[src/rtl/fpu_arbiter.sv]
// Round-robin arbiter sharing one combinational half-precision adder between two
// requesters; operands are held for FPU_LAT cycles before the result is captured.
module fpu_arbiter #(
  parameter int unsigned FPU_LAT = 1
) (
  input  logic        clk,
  input  logic        rst_n,
  input  logic        req0,
  input  logic        req1,
  input  logic [15:0] a0,
  input  logic [15:0] b0,
  input  logic [15:0] a1,
  input  logic [15:0] b1,
  output logic        gnt0,
  output logic        gnt1,
  output logic [15:0] fpu_a,
  output logic [15:0] fpu_b,
  input  logic [15:0] fpu_r,
  output logic [15:0] res,
  output logic        res_id,
  output logic        res_valid,
  input  logic        res_ready,
  output logic        busy
);

  typedef enum logic [1:0] {IDLE, ISSUE, DONE} state_t;

  localparam logic [3:0] LAT = 4'(FPU_LAT);

  state_t     state, state_d;
  logic [3:0] cnt;
  logic       last;
  logic       win, win_d;
  logic       grant;

  always_comb begin
    state_d = state;
    grant   = 1'b0;
    win_d   = win;
    case (state)
      IDLE: begin
        if (req0 || req1) begin
          grant   = 1'b1;
          // On a tie the requester not served last wins.
          win_d   = (req0 && req1) ? ~last : req1;
          state_d = ISSUE;
        end
      end
      ISSUE:   if (cnt == 4'd1) state_d = DONE;
      DONE:    if (res_ready) state_d = IDLE;
      default: state_d = IDLE;
    endcase
  end

  always_ff @(posedge clk or negedge rst_n) begin
    if (!rst_n) begin
      state     <= IDLE;
      cnt       <= '0;
      last      <= 1'b1;
      win       <= 1'b0;
      gnt0      <= 1'b0;
      gnt1      <= 1'b0;
      fpu_a     <= '0;
      fpu_b     <= '0;
      res       <= '0;
      res_id    <= 1'b0;
      res_valid <= 1'b0;
      busy      <= 1'b0;
    end else begin
      state <= state_d;
      win   <= win_d;
      busy  <= (state_d != IDLE);
      gnt0  <= grant & ~win_d;
      gnt1  <= grant & win_d;
      if (grant) begin
        fpu_a <= win_d ? a1 : a0;
        fpu_b <= win_d ? b1 : b0;
        cnt   <= LAT;
        last  <= win_d;
      end
      if (state == ISSUE) begin
        if (cnt != 4'd0) cnt <= cnt - 4'd1;
        if (cnt == 4'd1) begin
          res       <= fpu_r;
          res_id    <= win;
          res_valid <= 1'b1;
        end
      end
      if (state == DONE && res_ready) res_valid <= 1'b0;
    end
  end

endmodule

[config.mk]
export PLATFORM = sky130hd
export DESIGN_NAME = fpu_arbiter
export DESIGN_NICKNAME = d
export VERILOG_FILES = /design/src/rtl/fpu_arbiter.sv
export SDC_FILE = /design/constraint.sdc
export NUM_CORES = 1
export LEC_CHECK = 0
export CAP_MARGIN = 10
export CORE_MARGIN = 8
export CORE_UTILIZATION = 41
export CTS_BUF_LIST = sky130_fd_sc_hd__clkbuf_4
export CTS_CLUSTER_SIZE = 16
export DETAILED_ROUTE_END_ITERATION = 12
export PLACE_DENSITY = 0.87
export SKIP_CTS_REPAIR_TIMING = 1
export SLEW_MARGIN = 25
export SYNTH_ARGS = -nofsm -noshare
export SYNTH_HDL_FRONTEND = slang
export SYNTH_SLANG_ARGS = --single-unit
[constraint.sdc]
create_clock -name clk -period 1.8 [get_ports clk]
set_clock_uncertainty 0.1 [all_clocks]
set_input_delay 0.36 -clock clk [delete_from_list [all_inputs] [get_ports clk]]
set_output_delay 0.36 -clock clk [all_outputs]
set_load 0.005 [all_outputs]
==> run_results.csv, run 1 <==
group,metric,value,unit
status,status,"finished clean",
setup_path,cp_slowest_stage_delay,0.54,ns
floorplan,dieArea,9490,sq um
timing,fin_crit,1.73,ns
cells_and_area,multi_input_area,1050,sq um
clocking,cts_made_buffers,9,
place,portBuffers,137,
power_and_ir_drop,p_leak,1.88,nW
drt,drt_iter0_drc,69,
place,dpl.hpwl,6.52,mm
timing,slew_headroom,64.9,%
min_path,hold_path.class,"in -> async",
setup_path,cp.arrival,1.27,ns
setup_path,endpoint,"fpu_a[6]",
timing,maxSlewViolCount,0,
setup_path,crit_start,"fpu_a[6]$_DFFE_PN0P_",
logic_synthesis,dominantRegCellSynth,"dfrtp_1",
grt,grt_start_max_net_pins,32,
logic_synthesis,synth-seq-cells,61,
setup_path,required,1.34,ns
setup_path,reg2reg_slack,0.11,ns
logic_synthesis,synth-seq-area-share,56.2,%
floorplan,dieHeight,97.4,um
clocking,clock-root-buffer,"clkbuf_4",
setup_path,cp_max_fo,2,
logic_synthesis,async_reset_ff_share,100,%
logic_synthesis,syn_area,2720,sq um
logic_synthesis,yosysWarnings,0,
power_and_ir_drop,power_density,1560,nW/um^2
floorplan,std_cell_rows,29,
setup_path,crit_type,"reg -> out",
setup_path,r2r-start,"cnt[1]$_DFF_PN0_",
logic_synthesis,synth_cells,201,
clocking,cts_buffer_depth,2,
run,drv_cap,0,
floorplan,pin_count,138,
logic_synthesis,synth_edf_count,0,
clocking,path_clk_slew,0.10,ns
drt,wl_per_cell,19.1,um
grt,grt_pass1_wl,13.6,mm
grt,grt_antenna_before_repair,0,
floorplan,die_w,97.4,um
clocking,htree_num_levels,3,
grt,overflow,0,
clocking,cts_sinks,61,
drt,route.detailed.drc,0,
setup_path,path_buf_inv,1,
power_and_ir_drop,ir_drop,0.929,mV
clocking,insertion_delay,0.38,ns
drt,antenna_left,0,
cells_and_area,regArea,1530,sq um
setup_path,startpoint_type,"register",
timing,max_freq,577,MHz
cells_and_area,diodes,0,
setup_path,cp_slowest_cell,"clkdlybuf4s50_1",
grt,grt_pass1_vias,2699,
clocking,cts_tree,"built",
cells_and_area,num-fill-cells,477,
drt,vias_per_cell,5.29,
cells_and_area,syn_to_final_growth,61.4,%
setup_path,rr_worst_depth,6,
floorplan,initial_core_util,42.5,%
timing,setup_viol,0,
setup_path,rr_endpoint,"res[14]$_DFFE_PN0P_",
logic_synthesis,yosysUniqueCellTypes,31,
floorplan,fp.coreArea,6390,sq um
timing,period_share,96.3,%
logic_synthesis,avgSynthCellArea,13.5,sq um
grt,track_usage,17.6,%
setup_path,crit_cells,1,
drt,vias,2311,
cells_and_area,drive_above_1_share,13.6,%
timing,hold_viol_final,0,
drt,dr.pass1.iters,4,
drt,totalWireLength,8.35,mm
timing,fin_worst_hold_slack,0.388,ns
timing,setup_tns,0,ns
cells_and_area,nets,444,
timing,tightest_slew,0.526,ns
setup_path,crit_family,"buffers and inverters",
logic_synthesis,synth.net_count,289,
place,place_congestion,0.833,
setup_path,crit_chain,"clkdlybuf4s50_1",
setup_path,cp-end-kind,"output port",
-- cells in the mapped netlist, types with 3 or more instances --
cell,number,area share [%]
a21boi_0,32,8.8
a21oi_1,5,0.92
a221o_1,32,12
buf_6,8,3.3
clkbuf_1,6,0.83
dfrtp_1,60,55
ha_1,3,1.4
inv_1,3,0.41
mux2_1,9,3.7
mux2_2,8,3.3
nand2_1,3,0.41
nand2b_1,4,0.92
nor2_1,5,0.69
o21ai_0,3,0.55
-- kinds of logic (layout without fill, tap and decap cells) --
| logic type | after synthesis | count (layout) | share of synthesized area [%] |
|---|---|---|---|
| simple gates | 19 | 19 | 4.74 |
| buf+inv | 19 | 178 | 5.02 |
| flops | 61 | 61 | 56.2 |
| mux | 19 | 19 | 7.78 |
| fa+ha+maj | 3 | 3 | 1.38 |
| compound gates | 80 | 80 | 24.8 |
-- placed cells by master (no fill, tap or decap), drive strengths merged, types with 2 or more instances in the layout --
cell type and instances:
a21o 2, nand2b 4, ha 3, mux2i 2, a221o 32, a221oi 2, buf 23, nand2 3
dfrtp 60, a21oi 5, dlymetal6s2s 3, clkdlybuf4s50 133, nor2 6, o21ai 3, a21boi 32, clkinv 4
inv 3, mux2 17, or2 2, clkbuf 11
-- flip-flops by register name (all words and copies together), names as in the netlist --
signal and count:
state 2, res_id 1, gnt0 1, fpu_a 16
res 16, last 1, res_valid 1, win 1
busy 1, cnt 4, gnt1 1, fpu_b 16
-- final cells by class --
cell class | instances | share of cell area, %
timing repair buffer | 160 | 36.5
sequential | 61 | 34.8
multi-input combinational | 121 | 24.0
tap | 77 | 2.20
clock buffer | 11 | 1.88
clock inverter | 4 | 0.371
inverter | 3 | 0.257
-- routing by layer --
metal  global-route usage (%)  part of all wire [%]  routed length, um  vias up
met2                     29.8                    50               4190      103
met4                     7.69                   2.8                231        0
met5                        0                     0                  0        -
li1                         -                     -                  -     1085
met1                     18.8                    39               3300     1109
met3                     6.83                   7.6                634       14
-- worst min-delay path by stage --
stage                                       end   from  slack [ns]  cells after the start
after floorplan                  busy$_DFF_PN0_  rst_n       -0.04                      0
after global placement    fpu_a[11]$_DFFE_PN0P_  rst_n        0.26                      1
after detailed placement  res_valid$_DFFE_PN0P_  rst_n        0.27                      1
after CTS                    res_id$_DFFE_PN0P_  rst_n       -0.15                      1
after global routing         res[8]$_DFFE_PN0P_  rst_n        0.41                      2
final                        res[8]$_DFFE_PN0P_  rst_n        0.39                      2
-- through the flow --
step	utilization (%)	setup WS (ns)	std cells	instance area (sq um)	total power [mW]
2_1_floorplan	-	0.123	201	2720	4.16
3_3_place_gp	66.4	-0.123	419	4240	5.94
3_5_place_dp	66.4	-0.179	419	4240	6.09
4_1_cts	68.0	-0.00661	434	4340	6.85
5_1_grt	68.7	-0.00114	437	4390	7.33
6_report	68.7	0.0666	437	4390	6.83
-- power breakdown --
| part | internal [mW] | switching, mW |
|---|---|---|
| registers | 2.06 | 0.395 |
| clock network | 0.293 | 0.455 |
| logic | 2.28 | 1.35 |
| total | 4.63 | 2.20 |
No activity file was read; power rests on OpenSTA's default activity.
==> run 2, diff against run 1 <==
--- a/config.mk
+++ b/config.mk
@@ -11,9 +11,9 @@
 export CTS_BUF_LIST = sky130_fd_sc_hd__clkbuf_4
 export CTS_CLUSTER_SIZE = 16
 export DETAILED_ROUTE_END_ITERATION = 12
-export PLACE_DENSITY = 0.87
+export PLACE_DENSITY = 0.89
 export SKIP_CTS_REPAIR_TIMING = 1
-export SLEW_MARGIN = 25
+export SLEW_MARGIN = 15
 export SYNTH_ARGS = -nofsm -noshare
 export SYNTH_HDL_FRONTEND = slang
 export SYNTH_SLANG_ARGS = --single-unit
==> run 2 against run 1 <==
Net effect: critical path depth increased by 5; combinational power increased by 3%; largest power group unchanged; maximum frequency decreased by 1.0%; highest routed layer unchanged; register-to-register slack got worse by 0.06 ns; critical endpoint is now res[2]$_DFFE_PN0P_; non-clock buffer count unchanged; worst setup slack got worse by 0.018 ns.
==> run_results.csv, run 2 (same netlist as run 1, synthesis figures left out) <==
group,metric,value,unit
setup_path,reg2reg_slack,0.05,ns
timing,setup_viol,0,
setup_path,cp_max_fo,5,
clocking,clock-root-buffer,"clkbuf_4",
cells_and_area,top_regs,"fpu_a (16), fpu_b (16), res (16)",
power_and_ir_drop,p_leak,2.08,nW
setup_path,r2r-start,"cnt[1]$_DFF_PN0_",
grt,track_usage,17.3,%
cells_and_area,multi_input_area,1090,sq um
cells_and_area,regArea,1530,sq um
setup_path,crit_type,"reg -> reg",
place,dpl.hpwl,6.28,mm
cells_and_area,diodes,0,
grt,grt_pass1_vias,2620,
setup_path,cp_slowest_stage_delay,0.40,ns
floorplan,die_w,97.4,um
floorplan,std_cell_rows,29,
setup_path,startpoint_type,"register",
clocking,cts_sinks,61,
setup_path,cp.arrival,1.94,ns
clocking,cts_made_buffers,9,
place,place_ws,-0.179,ns
floorplan,dieArea,9490,sq um
power_and_ir_drop,power_density,1560,nW/um^2
grt,grt_pass1_wl,13.3,mm
drt,totalWireLength,8.64,mm
setup_path,cp-end-kind,"register",
drt,vias,2388,
floorplan,fp.coreArea,6390,sq um
floorplan,pin_count,138,
cells_and_area,final_common_cell,"clkdlybuf4s50_1",
drt,antenna_left,0,
setup_path,rr_worst_depth,6,
setup_path,rr_endpoint,"res[2]$_DFFE_PN0P_",
setup_path,cp_slowest_cell,"dfrtp_1",
clocking,cts_buffer_depth,2,
cells_and_area,final_area,4480,sq um
timing,fin_worst_hold_slack,0.397,ns
clocking,cts_tree,"built",
cells_and_area,syn_to_final_growth,65.0,%
drt,drt_iter0_drc,103,
floorplan,initial_core_util,42.5,%
setup_path,endpoint,"res[2]$_DFFE_PN0P_",
timing,hold_viol_final,0,
drt,wl_per_cell,19.6,um
place,portBuffers,137,
grt,grt_antenna_before_repair,0,
floorplan,dieHeight,97.4,um
place,place_congestion,0.763,
cells_and_area,drive_above_1_share,15.4,%
setup_path,crit_chain,"inv_2 > ha_1 > nor3b_4 > buf_6 > nand3b_4 > mux2_1",
timing,max_freq,571,MHz
clocking,htree_num_levels,3,
cells_and_area,final_cell_mix,"clkdlybuf4s50_1 (116), dfrtp_1 (60), a21boi_0 (32), a221o_1 (32), dlymetal6s2s_1 (20)",
timing,tightest_slew,0.325,ns
setup_path,required,1.99,ns
timing,rsz0062_at_grt,"yes",
timing,fin_crit,1.75,ns
grt,overflow,0,
timing,maxSlewViolCount,0,
clocking,insertion_delay,0.39,ns
setup_path,crit_start,"cnt[1]$_DFF_PN0_",
power_and_ir_drop,finalPower,6.98,mW
cells_and_area,nets,446,
timing,worst_slack,0.0486,ns
place,place_area,4230,sq um
status,status,"finished clean",
drt,dr.pass1.iters,4,
cells_and_area,stdcell_count,440,
place,placedCellCount,416,
cells_and_area,num-fill-cells,476,
drt,vias_per_cell,5.43,
drt,route.detailed.drc,0,
clocking,path_clk_slew,0.11,ns
timing,period_share,97.3,%
run,drv_cap,0,
min_path,hold_path.class,"in -> async",
power_and_ir_drop,ir_drop,0.958,mV
grt,grt_start_max_net_pins,62,
timing,slew_headroom,78.4,%
==> run 2: cell count changes in the layout (fill, tap and decap cells not counted), sizes merged <==
| cell | change |
|---|---|
| clkbuf | -2 |
| clkdlybuf4s50 | -17 |
| clkinvlp | +3 |
| dlymetal6s2s | +17 |
| nand3b | +2 |
==> run 2: critical path: cells and delay by family, from the launching register on <==
kind / cells / cell delay (ns)
AND/OR/NAND/NOR: 2 / 0.41
flip-flops: 1 / 0.40
multiplexers: 1 / 0.33
buffers and inverters: 2 / 0.25
adder cells (fa/ha/maj): 1 / 0.14
==> run 2: where the power goes <==
group          internal, mW  total [mW]  switching [mW]  leakage (nW)
sequential             2.06        2.46           0.397         0.732
clock                 0.273       0.782           0.509        0.0575
combinational          2.29        3.74            1.45          1.29
==> run 2: metrics by stage <==
step           TNS (ns)  utilization [%]
2_1_floorplan         0                -
3_3_place_gp      -4.23             66.3
3_5_place_dp      -5.15             66.3
4_1_cts               0             68.0
5_1_grt          -0.109             70.2
6_report              0             70.2
==> run 2: worst min path at each step <==
stage,cells past startpoint,slack (ns),endpoint
after detailed placement,2,0.30,fpu_a[11]$_DFFE_PN0P_
after global placement,2,0.29,res_valid$_DFFE_PN0P_
after global routing,3,0.40,fpu_b[1]$_DFFE_PN0P_
after CTS,2,-0.15,res[1]$_DFFE_PN0P_
after floorplan,0,-0.04,busy$_DFF_PN0_
final,3,0.40,fpu_a[3]$_DFFE_PN0P_
==> run 2: layout make-up <==
cell class / count / share of cell area [%]
clock buffers: 9 / 1.51
clock inverters: 7 / 0.949
inverters: 3 / 0.251
multi-input cells: 123 / 24.4
flip-flops and latches: 61 / 34.1
well taps: 77 / 2.15
repair buffers: 160 / 36.7
==> run 2: routing by layer <==
| metal | global-route usage (%) | part of all wire (%) | vias up |
|---|---|---|---|
| li1 | - | - | 1091 |
| met5 | 0 | 0 | - |
| met3 | 7.04 | 7.6 | 19 |
| met4 | 7.93 | 2.8 | 0 |
| met2 | 28.8 | 51 | 107 |
| met1 | 18.7 | 39 | 1171 |
